<file path="config.mk">
export PLATFORM = sky130hd
export DESIGN_NAME = i2c_master_read_word_flat
export DESIGN_NICKNAME = d
export VERILOG_FILES = /design/src/rtl/i2c_master_read_word_if.sv /design/src/rtl/i2c_master_read_word.sv /design/src/flat_wrapper.sv
export SDC_FILE = /design/constraint.sdc
export NUM_CORES = 1
export LEC_CHECK = 0
export ABC_CLOCK_PERIOD_IN_PS = 2570
export CAP_MARGIN = 15
export CORE_UTILIZATION = 30
export DETAILED_ROUTE_END_ITERATION = 7
export GPL_ROUTABILITY_DRIVEN = 0
export SLEW_MARGIN = 20
export SYNTH_ARGS = -nofsm -noshare
export SYNTH_HDL_FRONTEND = slang
export SYNTH_SLANG_ARGS = --single-unit
</file>
<file path="constraint.sdc">
create_clock -name clock -period 2.57 [get_ports clock]
set_input_delay 0.514 -clock clock [delete_from_list [all_inputs] [get_ports clock]]
set_output_delay 0.514 -clock clock [all_outputs]
set_load 0.02 [all_outputs]
</file>
<file path="src/rtl/i2c_master_read_word_if.sv">
// Bus/handshake bundle for the I2C word-read engine.
// The master modport is the engine side; the slave modport is the controller/bus side.
interface i2c_master_read_word_if #(parameter int DATA_WIDTH = 8);
   logic                  go;
   logic                  nack;
   logic                  busy;
   logic                  finish;
   logic [DATA_WIDTH-1:0] data;
   logic                  error;
   logic [1:0]            error_code;
   logic                  scl;
   logic                  scl_in;
   logic                  sda;
   logic                  sda_oe;

   modport master (input go, nack, scl_in, sda,
                   output busy, finish, data, error, error_code, scl, sda_oe);
   modport slave  (output go, nack, scl_in, sda,
                   input busy, finish, data, error, error_code, scl, sda_oe);
endinterface

</file>
<file path="src/rtl/i2c_master_read_word.sv">
// I2C receive engine: clocks in DATA_WIDTH bits MSB-first with majority sampling and
// clock-stretch timeout, then drives the ACK/NACK slot.
module i2c_master_read_word #(
   parameter int DATA_WIDTH      = 8,
   parameter int HALF_PERIOD     = 4,
   parameter int STRETCH_TIMEOUT = 1023
) (
   input  logic                          clock,
   input  logic                          reset,
   i2c_master_read_word_if.master        bus
);
   localparam int BW = $clog2(DATA_WIDTH + 1);
   localparam int CW = $clog2(HALF_PERIOD);
   localparam int OW = $clog2(HALF_PERIOD + 1);
   localparam int WW = $clog2(STRETCH_TIMEOUT + 1);
   localparam logic [BW-1:0] LAST_BIT = BW'(DATA_WIDTH);
   localparam logic [CW-1:0] HP_LAST  = CW'(HALF_PERIOD - 1);
   localparam logic [OW-1:0] HP_ONES  = OW'(HALF_PERIOD);
   localparam logic [OW-1:0] HI_MIN   = OW'(HALF_PERIOD - 1);
   localparam logic [OW-1:0] LO_MAX   = OW'(1);
   localparam logic [WW-1:0] TO_LAST  = WW'(STRETCH_TIMEOUT - 1);

   typedef enum logic [2:0] {IDLE, LOW, STRETCH, HIGH, DONE} state_t;

   state_t                state_q, state_d;
   logic [BW-1:0]         bit_q, bit_d;
   logic [CW-1:0]         cnt_q, cnt_d;
   logic [WW-1:0]         wait_q, wait_d;
   logic [OW-1:0]         ones_q, ones_d;
   logic [DATA_WIDTH-1:0] shreg_q, shreg_d;
   logic [DATA_WIDTH-1:0] data_q, data_d;
   logic [1:0]            code_q, code_d;
   logic                  nack_q, nack_d;
   logic                  scl_q, scl_d;
   logic                  sda_oe_q, sda_oe_d;
   logic                  busy_q, busy_d;
   logic                  finish_q, finish_d;
   logic [OW-1:0]         ones_now;
   logic                  bit_now;

   always_comb begin
      state_d  = state_q;
      bit_d    = bit_q;
      cnt_d    = cnt_q;
      wait_d   = wait_q;
      ones_d   = ones_q;
      shreg_d  = shreg_q;
      data_d   = data_q;
      code_d   = code_q;
      nack_d   = nack_q;
      ones_now = ones_q;
      bit_now  = 1'b0;
      case (state_q)
         IDLE: if (bus.go) begin
            nack_d  = bus.nack;
            code_d  = 2'b00;
            bit_d   = '0;
            cnt_d   = '0;
            state_d = LOW;
         end
         LOW: begin
            cnt_d = cnt_q + 1'b1;
            if (cnt_q == HP_LAST) begin
               cnt_d   = '0;
               wait_d  = '0;
               state_d = STRETCH;
            end
         end
         STRETCH: begin
            wait_d = wait_q + 1'b1;
            if (bus.scl_in) begin
               ones_d  = '0;
               cnt_d   = '0;
               state_d = HIGH;
            end else if (wait_q == TO_LAST) begin
               code_d[1] = 1'b1;
               data_d    = '0;
               state_d   = DONE;
            end
         end
         HIGH: begin
            ones_now = (bus.sda && ones_q != HP_ONES) ? ones_q + 1'b1 : ones_q;
            ones_d   = ones_now;
            cnt_d    = cnt_q + 1'b1;
            if (cnt_q == HP_LAST) begin
               cnt_d = '0;
               if (bit_q == LAST_BIT) begin
                  data_d  = shreg_q;
                  state_d = DONE;
               end else begin
                  // Anything between the two majority thresholds reads as 0 and flags the word.
                  bit_now = (ones_now >= HI_MIN);
                  if (!bit_now && ones_now > LO_MAX) code_d[0] = 1'b1;
                  shreg_d = (shreg_q << 1) | DATA_WIDTH'(bit_now);
                  bit_d   = bit_q + 1'b1;
                  state_d = LOW;
               end
            end
         end
         DONE:    state_d = IDLE;
         default: state_d = IDLE;
      endcase
      // Outputs follow the next state so they line up with the state they describe.
      scl_d    = (state_d != LOW);
      sda_oe_d = (state_d == LOW || state_d == STRETCH || state_d == HIGH) &&
                 (bit_d == LAST_BIT) && !nack_d;
      busy_d   = (state_d != IDLE);
      finish_d = (state_d == DONE);
   end

   always_ff @(posedge clock) begin
      if (reset) begin
         state_q  <= IDLE;
         bit_q    <= '0;
         cnt_q    <= '0;
         wait_q   <= '0;
         ones_q   <= '0;
         shreg_q  <= '0;
         data_q   <= '0;
         code_q   <= 2'b00;
         nack_q   <= 1'b0;
         scl_q    <= 1'b1;
         sda_oe_q <= 1'b0;
         busy_q   <= 1'b0;
         finish_q <= 1'b0;
      end else begin
         state_q  <= state_d;
         bit_q    <= bit_d;
         cnt_q    <= cnt_d;
         wait_q   <= wait_d;
         ones_q   <= ones_d;
         shreg_q  <= shreg_d;
         data_q   <= data_d;
         code_q   <= code_d;
         nack_q   <= nack_d;
         scl_q    <= scl_d;
         sda_oe_q <= sda_oe_d;
         busy_q   <= busy_d;
         finish_q <= finish_d;
      end
   end

   assign bus.scl        = scl_q;
   assign bus.sda_oe     = sda_oe_q;
   assign bus.busy       = busy_q;
   assign bus.finish     = finish_q;
   assign bus.data       = data_q;
   assign bus.error_code = code_q;
   assign bus.error      = |code_q;
endmodule

</file>
<file path="src/flat_wrapper.sv">
// flat-port wrapper written by rule: the top's interface ports become plain ports
module i2c_master_read_word_flat 
#(
   parameter int DATA_WIDTH      = 8,
   parameter int HALF_PERIOD     = 4,
   parameter int STRETCH_TIMEOUT = 1023
)
  (clock, reset, bus_go, bus_nack, bus_scl_in, bus_sda, bus_busy, bus_finish, bus_data, bus_error, bus_error_code, bus_scl, bus_sda_oe);
  i2c_master_read_word_if #(.DATA_WIDTH(DATA_WIDTH)) bus_i ();
  input  logic clock;
  input  logic reset;
  input wire logic [$bits(bus_i.go)-1:0] bus_go;
  input wire logic [$bits(bus_i.nack)-1:0] bus_nack;
  input wire logic [$bits(bus_i.scl_in)-1:0] bus_scl_in;
  input wire logic [$bits(bus_i.sda)-1:0] bus_sda;
  output wire logic [$bits(bus_i.busy)-1:0] bus_busy;
  output wire logic [$bits(bus_i.finish)-1:0] bus_finish;
  output wire logic [$bits(bus_i.data)-1:0] bus_data;
  output wire logic [$bits(bus_i.error)-1:0] bus_error;
  output wire logic [$bits(bus_i.error_code)-1:0] bus_error_code;
  output wire logic [$bits(bus_i.scl)-1:0] bus_scl;
  output wire logic [$bits(bus_i.sda_oe)-1:0] bus_sda_oe;
  assign bus_i.go = bus_go;
  assign bus_i.nack = bus_nack;
  assign bus_i.scl_in = bus_scl_in;
  assign bus_i.sda = bus_sda;
  assign bus_busy = bus_i.busy;
  assign bus_finish = bus_i.finish;
  assign bus_data = bus_i.data;
  assign bus_error = bus_i.error;
  assign bus_error_code = bus_i.error_code;
  assign bus_scl = bus_i.scl;
  assign bus_sda_oe = bus_i.sda_oe;
  i2c_master_read_word #(.DATA_WIDTH(DATA_WIDTH), .HALF_PERIOD(HALF_PERIOD), .STRETCH_TIMEOUT(STRETCH_TIMEOUT)) u_core (.clock(clock), .reset(reset), .bus(bus_i));
endmodule
</file>
# --- Word-level counts from Yosys, hierarchy flattened ---
# Index checks and enable logic that the tools add are counted.
totals:
  register_bits: 45
  inputBits: 6
  output_inout_bits: 15
  word_cells: 102
classes:
  add_sub_neg: 4
  n_lt_le_gt_ge: 2
  eq_ne: 22
  n_mux: 34
  bitwise_logic: 2
  reduce_logical: 24
ops:
  columns: ["op", "count"]
  rows:
  - ["$mux W8", 4]
  - ["$mux W3", 8]
  - ["$pmux W10 S2", 1]
  - ["$pmux W8 S2", 1]
  - ["$eq A3 B2 Y1 const B", 4]
  - ["$mux W4", 3]
  - ["$pmux W3 S4", 1]
  - ["$add A10 B1 Y10 const B", 1]
  - ["$eq A10 B10 Y1 const B", 1]
  - ["$mux W10", 1]
  - ["$ne A2 B1 Y1 const B", 5]
  - ["$reduce_and A5 Y1", 2]
  - ["$eq A4 B4 Y1 const B", 2]
  - ["$ne A2 B2 Y1 const B", 4]
  - ["$or A8 B1 Y8", 1]
  - ["$pmux W4 S2", 1]
  - ["$reduce_bool A2 Y1", 4]
  - ["$mux W1", 7]
  - ["$eq A3 B1 Y1 const B", 2]
  - ["$mux W2", 3]
  - ["$pmux W2 S3", 1]
  - ["$pmux W3 S2", 1]
  - ["$reduce_and A3 Y1", 2]
  - ["$reduce_bool A3 Y1", 2]
  - ["other kinds (18)", 26]

# --- Logic depth before layout (Yosys ltp) ---
depth:
  depth_word: 10
  depth_mapped: 8
  ltp_nobuf: 7

# --- Worst setup path after synthesis ---
# No wires, ideal clock.
synth_path:
  path_kind: "input to register"
  from: "input port bus_go"
  to: "register u_core.sda_oe_q (netlist: u_core.bus.sda_oe)"
  setup_ns: 0.078
  arrival_ns: 1.853
  required_ns: 2.492
  setup_slack_ns: 0.639
  cell_stages: 5
  path_buffers: 0
  path_cell_list: "or3b_4 > a211o_1 > o22ai_2 > or4b_1 > nor3_1"
synth_via:
  elab_chain_len: 7
  word_cells_on_any_way: 15
  classes_between: "eq/ne (4); mux (6); reduce/logical (5)"
synth_rtl:
  columns: ["item", "line_no", "text"]
  rows:
  - ["start: declaration", "flat_wrapper.sv:12", "input wire logic [$bits(bus_i.go)-1:0] bus_go;"]
  - ["$mux W3", "i2c_master_read_word.sv:54", "IDLE: if (bus.go) begin"]
  - ["$pmux W3 S4", "i2c_master_read_word.sv:53", "case (state_q)"]
  - ["$eq A3 B1 Y1 or $eq A3 B2 Y1 (tied branches)", "i2c_master_read_word.sv:105", "sda_oe_d = (state_d == LOW || state_d == STRETCH || state_d == HIGH) &&"]
  - ["$logic_or A1 B1 Y1 (2 in series)", "i2c_master_read_word.sv:105", null]
  - ["$logic_and A1 B1 Y1", "i2c_master_read_word.sv:105", null]
  - ["$logic_and A1 B1 Y1 *", "i2c_master_read_word.sv:106", "(bit_d == LAST_BIT) && !nack_d;"]
  - ["end signal: assignment", "i2c_master_read_word.sv:137", "sda_oe_q <= sda_oe_d;"]
  - ["end: declaration", "i2c_master_read_word.sv:35", "logic sda_oe_q, sda_oe_d;"]
# Every way passes the cells marked *; elsewhere a longest branch is shown, timed or not.
# A chain may end at the register's enable or synchronous reset.

# --- Final worst setup path ---
layout_path:
  from: "register u_core.state_q[2]"
  to: "register u_core.sda_oe_q (netlist: u_core.bus.sda_oe)"
layout_via:
  elab_chain_len: 8
  word_cells_on_any_way: 21
  classes_between: "eq/ne (7); mux (8); reduce/logical (6)"
layout_rtl:
  columns: ["item", "line_no", "text"]
  rows:
  - ["start: declaration", "i2c_master_read_word.sv:25", "state_t state_q, state_d;"]
  - ["start signal: assignment", "i2c_master_read_word.sv:127", "state_q <= state_d;"]
  - ["$mux W3", "i2c_master_read_word.sv:75", "end else if (wait_q == TO_LAST) begin"]
  - ["$mux W3", "i2c_master_read_word.sv:71", "if (bus.scl_in) begin"]
  - ["$pmux W3 S4", "i2c_master_read_word.sv:53", null]
  - ["$eq A3 B1 Y1 or $eq A3 B2 Y1 (tied branches)", "i2c_master_read_word.sv:105", null]
  - ["$logic_or A1 B1 Y1 (2 in series)", "i2c_master_read_word.sv:105", null]
  - ["$logic_and A1 B1 Y1", "i2c_master_read_word.sv:105", null]
  - ["$logic_and A1 B1 Y1 *", "i2c_master_read_word.sv:106", null]
# Marks and branches as above.

==> results.toml <==
[sta]
tns_ns = 0
period_share_pct = 87.9
period_minus_slack_ns = 2.26
hold_violations = 0
finClkSkew_ns = 0.00849
setup_viol = 0
maxSlewHeadroom_pct = 57.7
max_freq_mhz = 443
tightest_slew_ns = 0.631
rsz0062_at_grt = "no"
final_max_slew_viol_count = 0

[job]
drv_cap = 0

[clocking]
cts_buffers = 5
post_cts_resized = 0
clockBufferDepth = 2
post_cts_buffers = 0
clock_latency_ns = 0.30
cts_tree = "built"
clockRootBuffer = "clkbuf_8"
hold_buffers = 0
path_clk_slew_ns = 0.09
htreeDepth = 2
cts_sinks = 45

[min_path]
hold_path.class = "register to register"
min_to = "u_core.bus.data[6]$_SDFFE_PP0P_"
min_path_cells = 2
min_from = "u_core.bus.data[6]$_SDFFE_PP0P_"

[setup_path]
slowest_delay_ns = 0.59
r2r_cells = 5
crit_chain = "and3b_1 > and3_1 > o22ai_2 > or4b_1 > nor3_1"
r2r-start = "u_core.state_q[2]$_SDFF_PP0_"
reg2reg_slack_ns = 0.31
worstSetupPathType = "register to register"
path_max_fanout = 13
start_kind = "register"
path_buf_inv = 0
cp_slowest_cell = "dfxtp_1"
cp.required_ns = 2.80
arrival_ns = 2.49
worst_setup_path_end_kind = "register"
crit_family = "simple AND/OR/NAND/NOR gates"
r2r-end = "u_core.bus.sda_oe$_SDFF_PP0_"

[placed_design]
hpwlAfterDp_um = 3530
port_buffers = 20
placed_cells = 379

[final_layout]
fillCellCount = 713
drive_above_1_share_pct = 7.90
fin_nets = 303
area_delta_synth_final_pct = 19.3
antennaDiodeCount = 0
layout.cells.non_filler = 387

[die]
initial_utilization_pct = 31.3
fp.dieW_um = 86.6
die-area_mm2 = 0.00751
io-pin-count = 21
die_h_um = 86.6
rows = 30
core-area_mm2 = 0.00687

[status]
outcome = "complete, no violations"

[synth]
avgSynthCellArea_um2 = 7.99
synth_seq_cells = 45
ys.flop_type = "dfxtp_1"
syn_nets = 282
synth_edf_count = 0
yosys_warnings = 0
synthCells = 269
synth.distinct_cells = 49
async_flop_share_pct = 0
ys_seq_area_share_pct = 41.9
synth_area_mm2 = 0.00215

[global_routing]
grt_usage_pct = 14.5
grt_pass1_wl_um = 8600
overflow = 0
grt_pass1_vias = 1828
antenna_found_initial = 0
grt_max_degree = 43

[routing]
wirelength_um = 4940
antenna_left = 0
drt_iter0_markers = 163
avgViaCountPerCell = 5.05
post_drt_wl_per_cell_um = 12.8
detail_route.drc_violations = 0
vias = 1953
drt_pass1_iterations = 6

[pwr]
peakVddDrop_mv = 0.208
p_leak_nw = 0.851
power_density_mw_per_mm2 = 482
## final cells by class
cell class / instances / area (um^2) / area share [%]
inverter: 9 / 33.8 / 1.32
clock inverter: 2 / 15.0 / 0.586
clock buffer: 6 / 72.6 / 2.83
sequential: 45 / 901 / 35.1
timing repair buffer: 28 / 260 / 10.2
tap: 96 / 120 / 4.69
multi-input combinational: 201 / 1160 / 45.3
## worst reg2reg max path: stages, from the launching register on
cell,delay [ns]
dfxtp_1,0.59
and3b_1,0.35
and3_1,0.38
o22ai_2,0.24
or4b_1,0.44
nor3_1,0.18
## through the flow
stage	power, mW	hold slack (ns)	worst slack (ns)	util, %	instance area, um^2
3_5_place_dp	0.808	0.448	0.0241	36.0	2480
2_1_floorplan	0.774	0.437	0.639	-	2150
5_1_grt	1.29	0.475	0.161	37.3	2560
3_3_place_gp	0.808	0.442	0.0719	36.0	2480
4_1_cts	1.25	0.461	0.336	37.3	2560
6_report	1.23	0.454	0.311	37.3	2560
## state kept, by name, summed over array words and instances, names as in the netlist
signal                 count
u_core.bus.finish          1
u_core.cnt_q               2
u_core.shreg_q             8
u_core.bus.busy            1
u_core.bit_q               4
u_core.bus.data            8
u_core.bus.sda_oe          1
u_core.state_q             3
u_core.ones_q              3
u_core.bus.scl             1
u_core.bus.error_code      2
u_core.wait_q             10
u_core.nack_q              1
## synthesized netlist by cell type, types with 2 or more instances
master,instances,area share [%]
a211oi_1,3,1.0
and3b_1,2,0.82
a22oi_1,2,0.70
inv_1,9,1.6
a32oi_1,2,0.82
mux2i_1,2,0.93
a31oi_1,4,1.2
nand2_1,36,6.3
nor2_1,32,5.6
clkbuf_1,12,2.1
ha_1,7,4.1
and3_1,2,0.58
dfxtp_1,45,42
or4_1,2,0.70
or3_1,2,0.58
a21oi_1,34,7.9
mux2_2,2,1.0
nor3_1,3,0.70
nand4_1,3,0.87
o311ai_0,2,0.82
nand3b_1,3,1.0
nor2b_1,4,1.2
nand3_1,20,4.7
o21ai_0,8,1.9
nand2b_1,4,1.2
## cell families after synthesis
family                     share of synthesized area [%]
muxes                                               2.50
adders and majority gates                           4.07
and+or+nand+nor                                     27.4
AOI/OAI and AO/OA                                   20.0
DFF                                                 41.9
buffers and inverters                               4.07
## cells in the final DEF (no fill, tap or decap), drive strengths merged, types with 4 or more instances in the layout
master and instances:
nor2b 4, a21oi 34, nand2 36, nand2b 4, o21ai 8, inv 9
buf 8, dfxtp 45, clkdlybuf4s50 20, nor2 32, ha 7, a31oi 4
nand3 20, clkbuf 6
## routing by layer
metal | track usage, % | up-vias | routed length (um)
li1 | - | 993 | -
met1 | 19.1 | 925 | 2420
met2 | 23.3 | 28 | 2320
met3 | 3.52 | 7 | 133
met4 | 4.85 | 0 | 67
met5 | 0 | - | 0
## how the worst max path moves through the flow
stage | end | depth (start not counted) | from
finish | u_core.bus.sda_oe$_SDFF_PP0_ | 5 | u_core.state_q[2]$_SDFF_PP0_
global route | u_core.bus.sda_oe$_SDFF_PP0_ | 5 | u_core.state_q[2]$_SDFF_PP0_
CTS | u_core.bus.sda_oe$_SDFF_PP0_ | 5 | u_core.state_q[2]$_SDFF_PP0_
detailed placement | u_core.bus.sda_oe$_SDFF_PP0_ | 6 | bus_go
global placement | u_core.bus.sda_oe$_SDFF_PP0_ | 6 | bus_go
floorplan | u_core.bus.sda_oe$_SDFF_PP0_ | 5 | bus_go
## power breakdown
part,internal [mW],switching (mW),leakage (nW)
Combinational,0.0371,0.0436,0.450
Clock,0.192,0.252,0.0374
Sequential,0.704,0.00633,0.364
Total,0.933,0.302,0.851
Power figures use the tool's default switching activity.
==> RTL change, RTL diff (same settings) <==
The 5 states of `state_t` get a Gray code encoding in 3 bits.
--- a/src/rtl/i2c_master_read_word.sv
+++ b/src/rtl/i2c_master_read_word.sv
@@ -20,7 +20,7 @@
    localparam logic [OW-1:0] LO_MAX   = OW'(1);
    localparam logic [WW-1:0] TO_LAST  = WW'(STRETCH_TIMEOUT - 1);
 
-   typedef enum logic [2:0] {IDLE, LOW, STRETCH, HIGH, DONE} state_t;
+   typedef enum logic [2:0] {IDLE = 3'b000, LOW = 3'b001, STRETCH = 3'b011, HIGH = 3'b010, DONE = 3'b110} state_t;
 
    state_t                state_q, state_d;
    logic [BW-1:0]         bit_q, bit_d;
Formal check against the unedited RTL: no difference found for any inputs over 10 cycles, from zero or initial values and one cycle with reset high; not proved beyond that.
==> RTL change against the unedited design <==
- wire length shrank 4.2%
- synthesized area rose by 3.7%
- cell area is 2.9% higher
- global-route usage decreased by 1.2 points
- non-clock buffer count shrank 2
- largest power group unchanged
- power grew 9.4%
- sequential cell count is the same
- worst hold slack improved by 0.0021 ns
- count of clock-buffer cells in the layout unchanged
- maximum frequency up 14%
- die area is 3.6% higher
- worst setup slack improved by 0.27 ns
- largest cell class unchanged
- clock skew is 0.00065 ns higher
==> RTL change: results (changes against the unedited design) <==
- Status: completed
- Leakage: 1.00 nW (+18%)
- Area after DPL: 2520 µm² (+1.7%)
- WHS: 0.456 ns (+0.00206 ns)
- XOR/XNOR Fraction of Synth Area: 1.18% (+1.2 points)
- Syn nets: 263 (-6.7%)
- Fin nets: 284 (-6.3%)
- Max FFs per register: 10 (unchanged)
- Placed wire-length estimate: 3490 µm (-1.1%)
- Async SR Flop Fraction: 0% (unchanged)
- Post-synthesis instance total: 250 (-7.1%)
- Worst vdd rail ir drop: 0.000210 V (+1.3%)
- Setup Skew: 0.00914 ns (+0.000647 ns)
- TritonCTS Buffers: 5 (unchanged)
- Fin cells: 371 (-4.1%)
- Worst Hold Class: flop to flop
- Seq/Total Area, Yosys: 40.4% (-1.5 points)
- Synth cell types: 57 (+16%)
- H-tree Lvls: 2 (unchanged)
- Reg with most FFs: u_core.wait_q
- Post-synth top flop: dfxtp_1
- Drt first pass iters: 4 (-2)
- Via Count: 1850 (-5.3%)
- Antenna violations before repair: 0 (unchanged)
- Placed insts: 363 (-4.2%)
- Number of global-route vias before repair: 1671 (-8.6%)
- Initial DRC Count: 130 (-20%)
- Worst-path clk slew: 0.09 ns (about the same)
- Fillers: 750 (+5.2%)
- Post-CTS Repair Setup Buffers: 0 (unchanged)
- CP max FO: 12 (-1)
- Clock Latency Late Sink: 0.29 ns
- First-pass GRT wire length: 8120 µm (-5.5%)
- Yosys warning count: 0 (unchanged)
- Multiplexer area fraction after synthesis: 5.39% (+2.9 points)
- Synth Area in Adders: 3.93% (-0.15 points)
- Total GRT Usage: 13.3% (-1.2 points)
- Ratio of cells with drive above 1 in the final layout: 11.0% (+3.1 points)
- Pin count of the biggest net entering global routing: 21 (-51%)
- Area Overhead vs Synth: 18.3%
- Max Buffers Root-to-Sink: 2 (unchanged)
- Number of inserted diodes: 0 (unchanged)
- Clk root buf: clkbuf_8
- Top post-synthesis cells by area: dfxtp_1 40%, mux2i_1 5.4%, nor2_1 5.1%
- Top cells by count, synth: 45 x dfxtp_1, 30 x nor2_1, 21 x nand2_1, 20 x a21oi_1, 16 x nand3_1
- I/O Buffers: 20 (unchanged)
- Relative slew slack: 55.5% (-2.2 points)
- CP arrival: 2.19 ns (-0.30 ns)
- Post-synthesis compound-gate area fraction: 16.6% (-3.4 points)
- Worst slack, placed: 0.350 ns (+0.326 ns)
- Post-cts resize count: 0 (unchanged)
- Post-Route WL: 4730 µm (-4.2%)
- Fmax: 0.503 GHz (+14%)
==> RTL change: cell count changes after synthesis, sizes merged, moves of 3 or more <==
cell    before  now
a211oi       3    0
a21oi       34   21
buf          2    8
clkbuf      12    4
mux2         3    0
mux2i        2   12
nand2       36   22
nand3       20   16
nor2b        4    1
nor3         3    6
o211ai       0    5
==> RTL change: worst paths after layout <==
path,startpoint,to,cells after the start
max,u_core.state_q[0],u_core.bus.sda_oe,4
min,u_core.bus.data[2],u_core.bus.data[2],2
max reg2reg,u_core.state_q[0],u_core.bus.sda_oe,4
min reg2reg,u_core.bus.data[2],u_core.bus.data[2],2
==> RTL change: area by class of cell <==
cell class / count / share of cell area [%]
clock buffers: 6 / 3.13
well taps: 99 / 4.70
flip-flops and latches: 45 / 34.2
multi-input cells: 183 / 45.9
inverters: 10 / 1.42
repair buffers: 26 / 9.30
clock inverters: 2 / 1.42
==> RTL change: kinds of logic after synthesis <==
logic type,count (synthesis)
AND/OR/NAND/NOR,107
AO/OA/AOI/OAI,54
flip-flops,45
buffers and inverters,22
multiplexers,12
adder cells (fa/ha/maj),7
XOR/XNOR,3
==> RTL change: where the power goes <==
group	total (W)	switching, W	leakage [nW]	internal (W)
Clock	0.000555	0.000239	0.0574	0.000316
Combinational	0.0000816	0.0000456	0.584	0.0000360
Sequential	0.000714	0.00000952	0.364	0.000705
Total	0.00135	0.000294	1.00	0.00106
==> RTL change: metal layers <==
layer | track usage [%] | part of all wire (%)
met1 | 18.1 | 48
met2 | 20.7 | 46
met3 | 2.52 | 3.4
met4 | 5.57 | 2.3
met5 | 0 | 0
==> RTL change: critical path, cell delays in order, from the launching register on <==
cell and delay, ns:
dfxtp_1 0.64, and4bb_1 0.39, a21oi_2 0.58, nand2_1 0.14
nor4_2 0.15
